**src/rtl/serial_frame_rx_if.sv**
```systemverilog
// Framer bundle: qualified serial bit stream in, byte stream with valid/ready out,
// plus lock and error pulses.
interface serial_frame_rx_if;
    logic       ENB;
    logic       S_OUT;
    logic       READY;
    logic [7:0] DATA;
    logic       VALID;
    logic       LOCK;
    logic       PERR;
    logic       OVERRUN;

    modport master (
        input  ENB, S_OUT, READY,
        output DATA, VALID, LOCK, PERR, OVERRUN
    );

    modport slave (
        output ENB, S_OUT, READY,
        input  DATA, VALID, LOCK, PERR, OVERRUN
    );
endinterface

```
**src/rtl/serial_frame_rx.sv**
```systemverilog
// Receive framer: hunts SYNC on the ENB-qualified bit stream, assembles an MSB-first
// byte, checks even parity and queues good bytes in a 2-entry FIFO drained by valid/ready.
module serial_frame_rx #(
    parameter logic [3:0] SYNC = 4'b1010
) (
    input  logic              CLK,
    input  logic              RESET_N,
    serial_frame_rx_if.master bus
);

    typedef enum logic [1:0] {
        ST_HUNT,
        ST_DATA,
        ST_PAR
    } state_t;

    state_t     state;
    logic [3:0] window;
    logic [2:0] bit_cnt;
    logic [7:0] shift;

    logic [7:0] entry0;
    logic [7:0] entry1;
    logic [1:0] count;
    logic       valid_q;
    logic       lock_q;
    logic       perr_q;
    logic       ovr_q;

    logic [3:0] window_next;
    logic       par_edge;
    logic       par_ok;
    logic       push;
    logic       pop;
    logic       drop;
    logic [7:0] entry0_next;
    logic [7:0] entry1_next;
    logic [1:0] count_next;

    assign window_next = {window[2:0], bus.S_OUT};

    // entry0 is always the head; it is left untouched when the last byte leaves,
    // so DATA keeps showing the most recent byte while empty.
    always_comb begin
        par_edge    = bus.ENB && (state == ST_PAR);
        par_ok      = ((^shift) == bus.S_OUT);
        push        = par_edge && par_ok;
        pop         = (count != 2'd0) && bus.READY;
        drop        = 1'b0;
        entry0_next = entry0;
        entry1_next = entry1;
        count_next  = count;

        if (push && pop) begin
            if (count == 2'd2) begin
                entry0_next = entry1;
                entry1_next = shift;
            end else begin
                entry0_next = shift;
            end
        end else if (push) begin
            case (count)
                2'd0: begin
                    entry0_next = shift;
                    count_next  = 2'd1;
                end
                2'd1: begin
                    entry1_next = shift;
                    count_next  = 2'd2;
                end
                default: drop = 1'b1;
            endcase
        end else if (pop) begin
            if (count == 2'd2) begin
                entry0_next = entry1;
            end
            count_next = count - 2'd1;
        end
    end

    always_ff @(posedge CLK or negedge RESET_N) begin
        if (!RESET_N) begin
            state   <= ST_HUNT;
            window  <= '0;
            bit_cnt <= '0;
            shift   <= '0;
            entry0  <= '0;
            entry1  <= '0;
            count   <= '0;
            valid_q <= 1'b0;
            lock_q  <= 1'b0;
            perr_q  <= 1'b0;
            ovr_q   <= 1'b0;
        end else begin
            entry0  <= entry0_next;
            entry1  <= entry1_next;
            count   <= count_next;
            valid_q <= (count_next != 2'd0);
            perr_q  <= par_edge && !par_ok;
            ovr_q   <= drop;

            if (bus.ENB) begin
                unique case (state)
                    ST_HUNT: begin
                        window <= window_next;
                        if (window_next == SYNC) begin
                            state   <= ST_DATA;
                            bit_cnt <= '0;
                            lock_q  <= 1'b1;
                        end
                    end
                    ST_DATA: begin
                        shift   <= {shift[6:0], bus.S_OUT};
                        bit_cnt <= bit_cnt + 3'd1;
                        if (bit_cnt == 3'd7) begin
                            state <= ST_PAR;
                        end
                    end
                    ST_PAR: begin
                        // Fresh window so the next frame needs four new sync bits.
                        window <= '0;
                        state  <= ST_HUNT;
                        lock_q <= 1'b0;
                    end
                    default: begin
                        window <= '0;
                        state  <= ST_HUNT;
                        lock_q <= 1'b0;
                    end
                endcase
            end
        end
    end

    assign bus.DATA    = entry0;
    assign bus.VALID   = valid_q;
    assign bus.LOCK    = lock_q;
    assign bus.PERR    = perr_q;
    assign bus.OVERRUN = ovr_q;

endmodule

```
**src/flat_wrapper.sv**
```systemverilog
// flat-port wrapper written by rule: the top's interface ports become plain ports
module serial_frame_rx_flat 
#(
    parameter logic [3:0] SYNC = 4'b1010
)
  (CLK, RESET_N, bus_ENB, bus_S_OUT, bus_READY, bus_DATA, bus_VALID, bus_LOCK, bus_PERR, bus_OVERRUN);
  serial_frame_rx_if bus_i ();
  input  logic CLK;
  input  logic RESET_N;
  input wire logic [$bits(bus_i.ENB)-1:0] bus_ENB;
  input wire logic [$bits(bus_i.S_OUT)-1:0] bus_S_OUT;
  input wire logic [$bits(bus_i.READY)-1:0] bus_READY;
  output wire logic [$bits(bus_i.DATA)-1:0] bus_DATA;
  output wire logic [$bits(bus_i.VALID)-1:0] bus_VALID;
  output wire logic [$bits(bus_i.LOCK)-1:0] bus_LOCK;
  output wire logic [$bits(bus_i.PERR)-1:0] bus_PERR;
  output wire logic [$bits(bus_i.OVERRUN)-1:0] bus_OVERRUN;
  assign bus_i.ENB = bus_ENB;
  assign bus_i.S_OUT = bus_S_OUT;
  assign bus_i.READY = bus_READY;
  assign bus_DATA = bus_i.DATA;
  assign bus_VALID = bus_i.VALID;
  assign bus_LOCK = bus_i.LOCK;
  assign bus_PERR = bus_i.PERR;
  assign bus_OVERRUN = bus_i.OVERRUN;
  serial_frame_rx #(.SYNC(SYNC)) u_core (.CLK(CLK), .RESET_N(RESET_N), .bus(bus_i));
endmodule
```
**config.mk**
```make
export PLATFORM = sky130hd
export DESIGN_NAME = serial_frame_rx_flat
export DESIGN_NICKNAME = d
export VERILOG_FILES = /design/src/rtl/serial_frame_rx_if.sv /design/src/rtl/serial_frame_rx.sv /design/src/flat_wrapper.sv
export SDC_FILE = /design/constraint.sdc
export NUM_CORES = 1
export LEC_CHECK = 0
export CAP_MARGIN = 5
export CORE_MARGIN = 2
export CORE_UTILIZATION = 35
export CTS_BUF_LIST = sky130_fd_sc_hd__clkbuf_2
export DETAILED_ROUTE_END_ITERATION = 10
export PLACE_DENSITY = 0.58
export SYNTH_ARGS = -nofsm -noshare
export SYNTH_HDL_FRONTEND = slang
export SYNTH_SLANG_ARGS = --single-unit
```
**constraint.sdc**
```tcl
create_clock -name CLK -period 3.35 [get_ports CLK]
set_clock_uncertainty 0.1 [all_clocks]
set_input_delay 0.5025 -clock CLK [delete_from_list [all_inputs] [get_ports CLK]]
set_output_delay 0.5025 -clock CLK [all_outputs]
set_load 0.005 [all_outputs]
```
==> flow_metrics.env <==
export IMPL_finalCritPeriodShare_pct=78.0
export IMPL_tightest_slew_ps=834
export IMPL_powerDensity_mw_per_mm2=734
export IMPL_ys_warn_count=0
export IMPL_crit_family="XOR/XNOR gates"
export IMPL_synth_yosys_seq_area_share_pct=52.9
export IMPL_grt_max_degree=39
export IMPL_netlist_top_cells_area="dfrtp_1 53%, nand2_1 8.1%, mux2i_1 4.5%, mux2_2 4.4%, ha_1 4.2%"
export IMPL_track_usage_pct=13.4
export IMPL_rsz0062_at_grt="no"
export IMPL_io_buffers=16
export IMPL_hold_class="input pin to async pin"
export IMPL_io_pins=17
export IMPL_status="completed"
export IMPL_worst_setup_path_end_kind="flop"
export IMPL_cp_required_ps=3560
export IMPL_routedWlPerCell_um=12.8
export IMPL_routed_via_density=4.79
export IMPL_cts_made_buffers=5
export IMPL_leakage_nw=0.955
export IMPL_postCtsResizedCells=0
export IMPL_fin_util_pct=40.9
export IMPL_startpoint_type="flop"
export IMPL_coreArea_sq_mm=0.00504
export IMPL_layout_cells_non_filler=257
export IMPL_cts_root_buf="clkbuf_2"
export IMPL_vias=1231
export IMPL_grt_pass1_vias=1248
export IMPL_first_pass_iters=4
export IMPL_die_area_sq_mm=0.00573
export IMPL_setup_tns_ps=0
export IMPL_synth_nets=179
export IMPL_synth_seq_cells=38
export IMPL_synthToLayoutAreaGrowth_pct=14.7
export IMPL_path_max_fanout=8
export IMPL_cts_tree="done"
export IMPL_die_h_um=75.7
export IMPL_min_period_ps=2610
export IMPL_path_cells="xor2_1 -> xnor3_1 -> xnor2_2 -> and2_1 -> a21boi_4 -> mux2_2"
export IMPL_ys_types=37
export IMPL_synth_area_per_cell_sq_um=10.7
export IMPL_cts_buffer_depth=2
export IMPL_gr_total_overflow=0
export IMPL_gp_congestion=0.995
export IMPL_yosysTopAreaCellShare_pct=52.9
export IMPL_grt_antenna_before_repair=0
export IMPL_hold_buffers=0
export IMPL_yosysTopAreaCell="dfrtp_1"
export IMPL_drtAntennaViolNets=0
export IMPL_synth_area_sq_mm=0.00180
export IMPL_crit_path_top_delay_cell="dfrtp_1"
export IMPL_crit_type="flop to flop"
export IMPL_drtIter0Drc=52
export IMPL_wl_mm=3.29
export IMPL_cp_num_buf_inv=0
export IMPL_finalSetupViolCount=0
export IMPL_postSynthCellCount=168
export IMPL_hold_viol=0
export IMPL_htree_levels=2
export IMPL_drive_above_1_share_pct=10.7
export IMPL_start_util_pct=35.7
export IMPL_num_antenna_cells=0
export IMPL_dp_cells=249
export IMPL_grt_pass1_wl_mm=5.72
export IMPL_cpPeakStageDelay_ps=480
export IMPL_clock_sinks=38
export IMPL_vdd_ir_drop_worst_mv=0.486
export IMPL_rows=26
export IMPL_relSlewSlack_pct=44.4
export IMPL_cts_setup_buffers=0
export IMPL_cap_violations=0
export IMPL_crit_arrival_ps=2820
export IMPL_path_clk_slew_ps=200
export IMPL_total_power_mw=1.51
export IMPL_drv_slew=0
export IMPL_route_detailed_drc=0
export IMPL_clock_latency_ps=390
export IMPL_max_freq_mhz=383
export IMPL_dp_hpwl_mm=2.29
export IMPL_die_x_um=75.7
export IMPL_final_nets=197
-- synth_stat cells --
| library cell | count |
|---|---|
| xnor3_1 | 1 |
| buf_4 | 1 |
| inv_1 | 8 |
| a211oi_1 | 1 |
| nand2b_1 | 2 |
| xnor2_2 | 1 |
| mux2_2 | 7 |
| a32oi_1 | 1 |
| o22ai_1 | 4 |
| o31ai_1 | 1 |
| or2_2 | 1 |
| dfrtp_1 | 38 |
| nor2_1 | 2 |
| xor2_1 | 2 |
| a22oi_1 | 1 |
| a22o_1 | 2 |
| ha_1 | 6 |
| xnor2_1 | 4 |
| and2_1 | 2 |
| o221a_2 | 1 |
| and3_1 | 3 |
| a31oi_1 | 2 |
| buf_2 | 1 |
| a21oi_1 | 3 |
| nor3b_1 | 1 |
| nor3_1 | 1 |
| nand3_1 | 1 |
| a21boi_4 | 1 |
| nor4_1 | 1 |
| nor2b_1 | 3 |
| mux2i_1 | 8 |
| o21a_1 | 2 |
| mux2_1 | 1 |
| o32a_1 | 1 |
| clkbuf_1 | 4 |
| nand2_1 | 39 |
| o21ai_0 | 10 |
-- cell usage in the layout (no fill, tap or decap), drive strengths merged, types with 2 or more instances in the layout --
cell           netlist  routed
xnor2                5       5
clkinv               0       2
o21ai               10      10
mux2i                8       8
nor2b                3       3
a21oi                3       3
nor2                 2       2
xor2                 2       2
clkdlybuf4s50        0      15
ha                   6       6
buf                  2       2
nand2               39      39
dfrtp               38      38
a22o                 2       2
a31oi                2       2
o22ai                4       4
mux2                 8       8
o21a                 2       2
and3                 3       3
and2                 2       2
inv                  8       8
clkbuf               4       5
nand2b               2       2
-- kinds of logic after synthesis --
group                    share of synthesized area (%)
adder cells (fa/ha/maj)                           4.18
flip-flops                                        52.9
AO/OA/AOI/OAI                                     11.5
multiplexers                                      9.46
buffers and inverters                             3.20
XOR/XNOR                                          5.08
AND/OR/NAND/NOR                                   13.7
-- power breakdown --
part           switching, mW  internal, mW
logic                  0.316         0.293
registers              0.129         0.569
clock network          0.158        0.0476
-- flip-flops by register name, indices dropped and copies added, names as in the netlist, 2 cells and up --
name,cells
u_core.bus.DATA,8
u_core.entry1,8
u_core.shift,8
u_core.bit_cnt,3
u_core.window,3
u_core.count,2
u_core.state,2
-- through the flow --
step,area (sq um),hold slack [ps],setup WS [ps]
after floorplan,1800,107,1030
after global placement,2020,362,703
after detailed placement,2020,372,597
after CTS,2060,88.1,728
after global routing,2060,115,572
final,2060,67.6,739
-- metal layers --
metal  vias up  part of all wire [%]  wire, um  global-route usage, %
li1        608                     -         -                      -
met1       581                    46      1510                   16.5
met2        33                    47      1560                   21.4
met3         9                   4.1       136                   4.23
met4         0                   2.6        85                   6.43
met5         -                     0         0                      0
-- path summary, 6_finish.rpt --
check                                                from  cells after the start                        endpoint  slack (ps)
setup / recovery              u_core.shift[3]$_DFFE_PN0P_                      6    u_core.entry1[4]$_DFFE_PN0P_         740
hold / removal                                    RESET_N                      1     u_core.shift[7]$_DFFE_PN0P_          70
setup reg to reg              u_core.shift[3]$_DFFE_PN0P_                      6    u_core.entry1[4]$_DFFE_PN0P_         740
hold reg to reg            u_core.bus.DATA[2]$_DFFE_PN0P_                      2  u_core.bus.DATA[2]$_DFFE_PN0P_         400
max in group asynchronous                         RESET_N                      1    u_core.entry1[7]$_DFFE_PN0P_        2560
min in group CLK           u_core.bus.DATA[2]$_DFFE_PN0P_                      2  u_core.bus.DATA[2]$_DFFE_PN0P_         400
-- worst register-to-register path: stages, from the launching register on --
cell,delay (ps)
dfrtp_1,480
xor2_1,160
xnor3_1,460
xnor2_2,280
and2_1,320
a21boi_4,350
mux2_2,370
-- final cells by class --
cell class,count,area (sq um)
inverters,8,30.0
multi-input cells,116,790
flip-flops and latches,38,951
well taps,70,87.6
clock inverters,3,16.3
repair buffers,17,163
fillers,487,2980
clock buffers,5,25.0
Power figures use the tool's default switching activity.
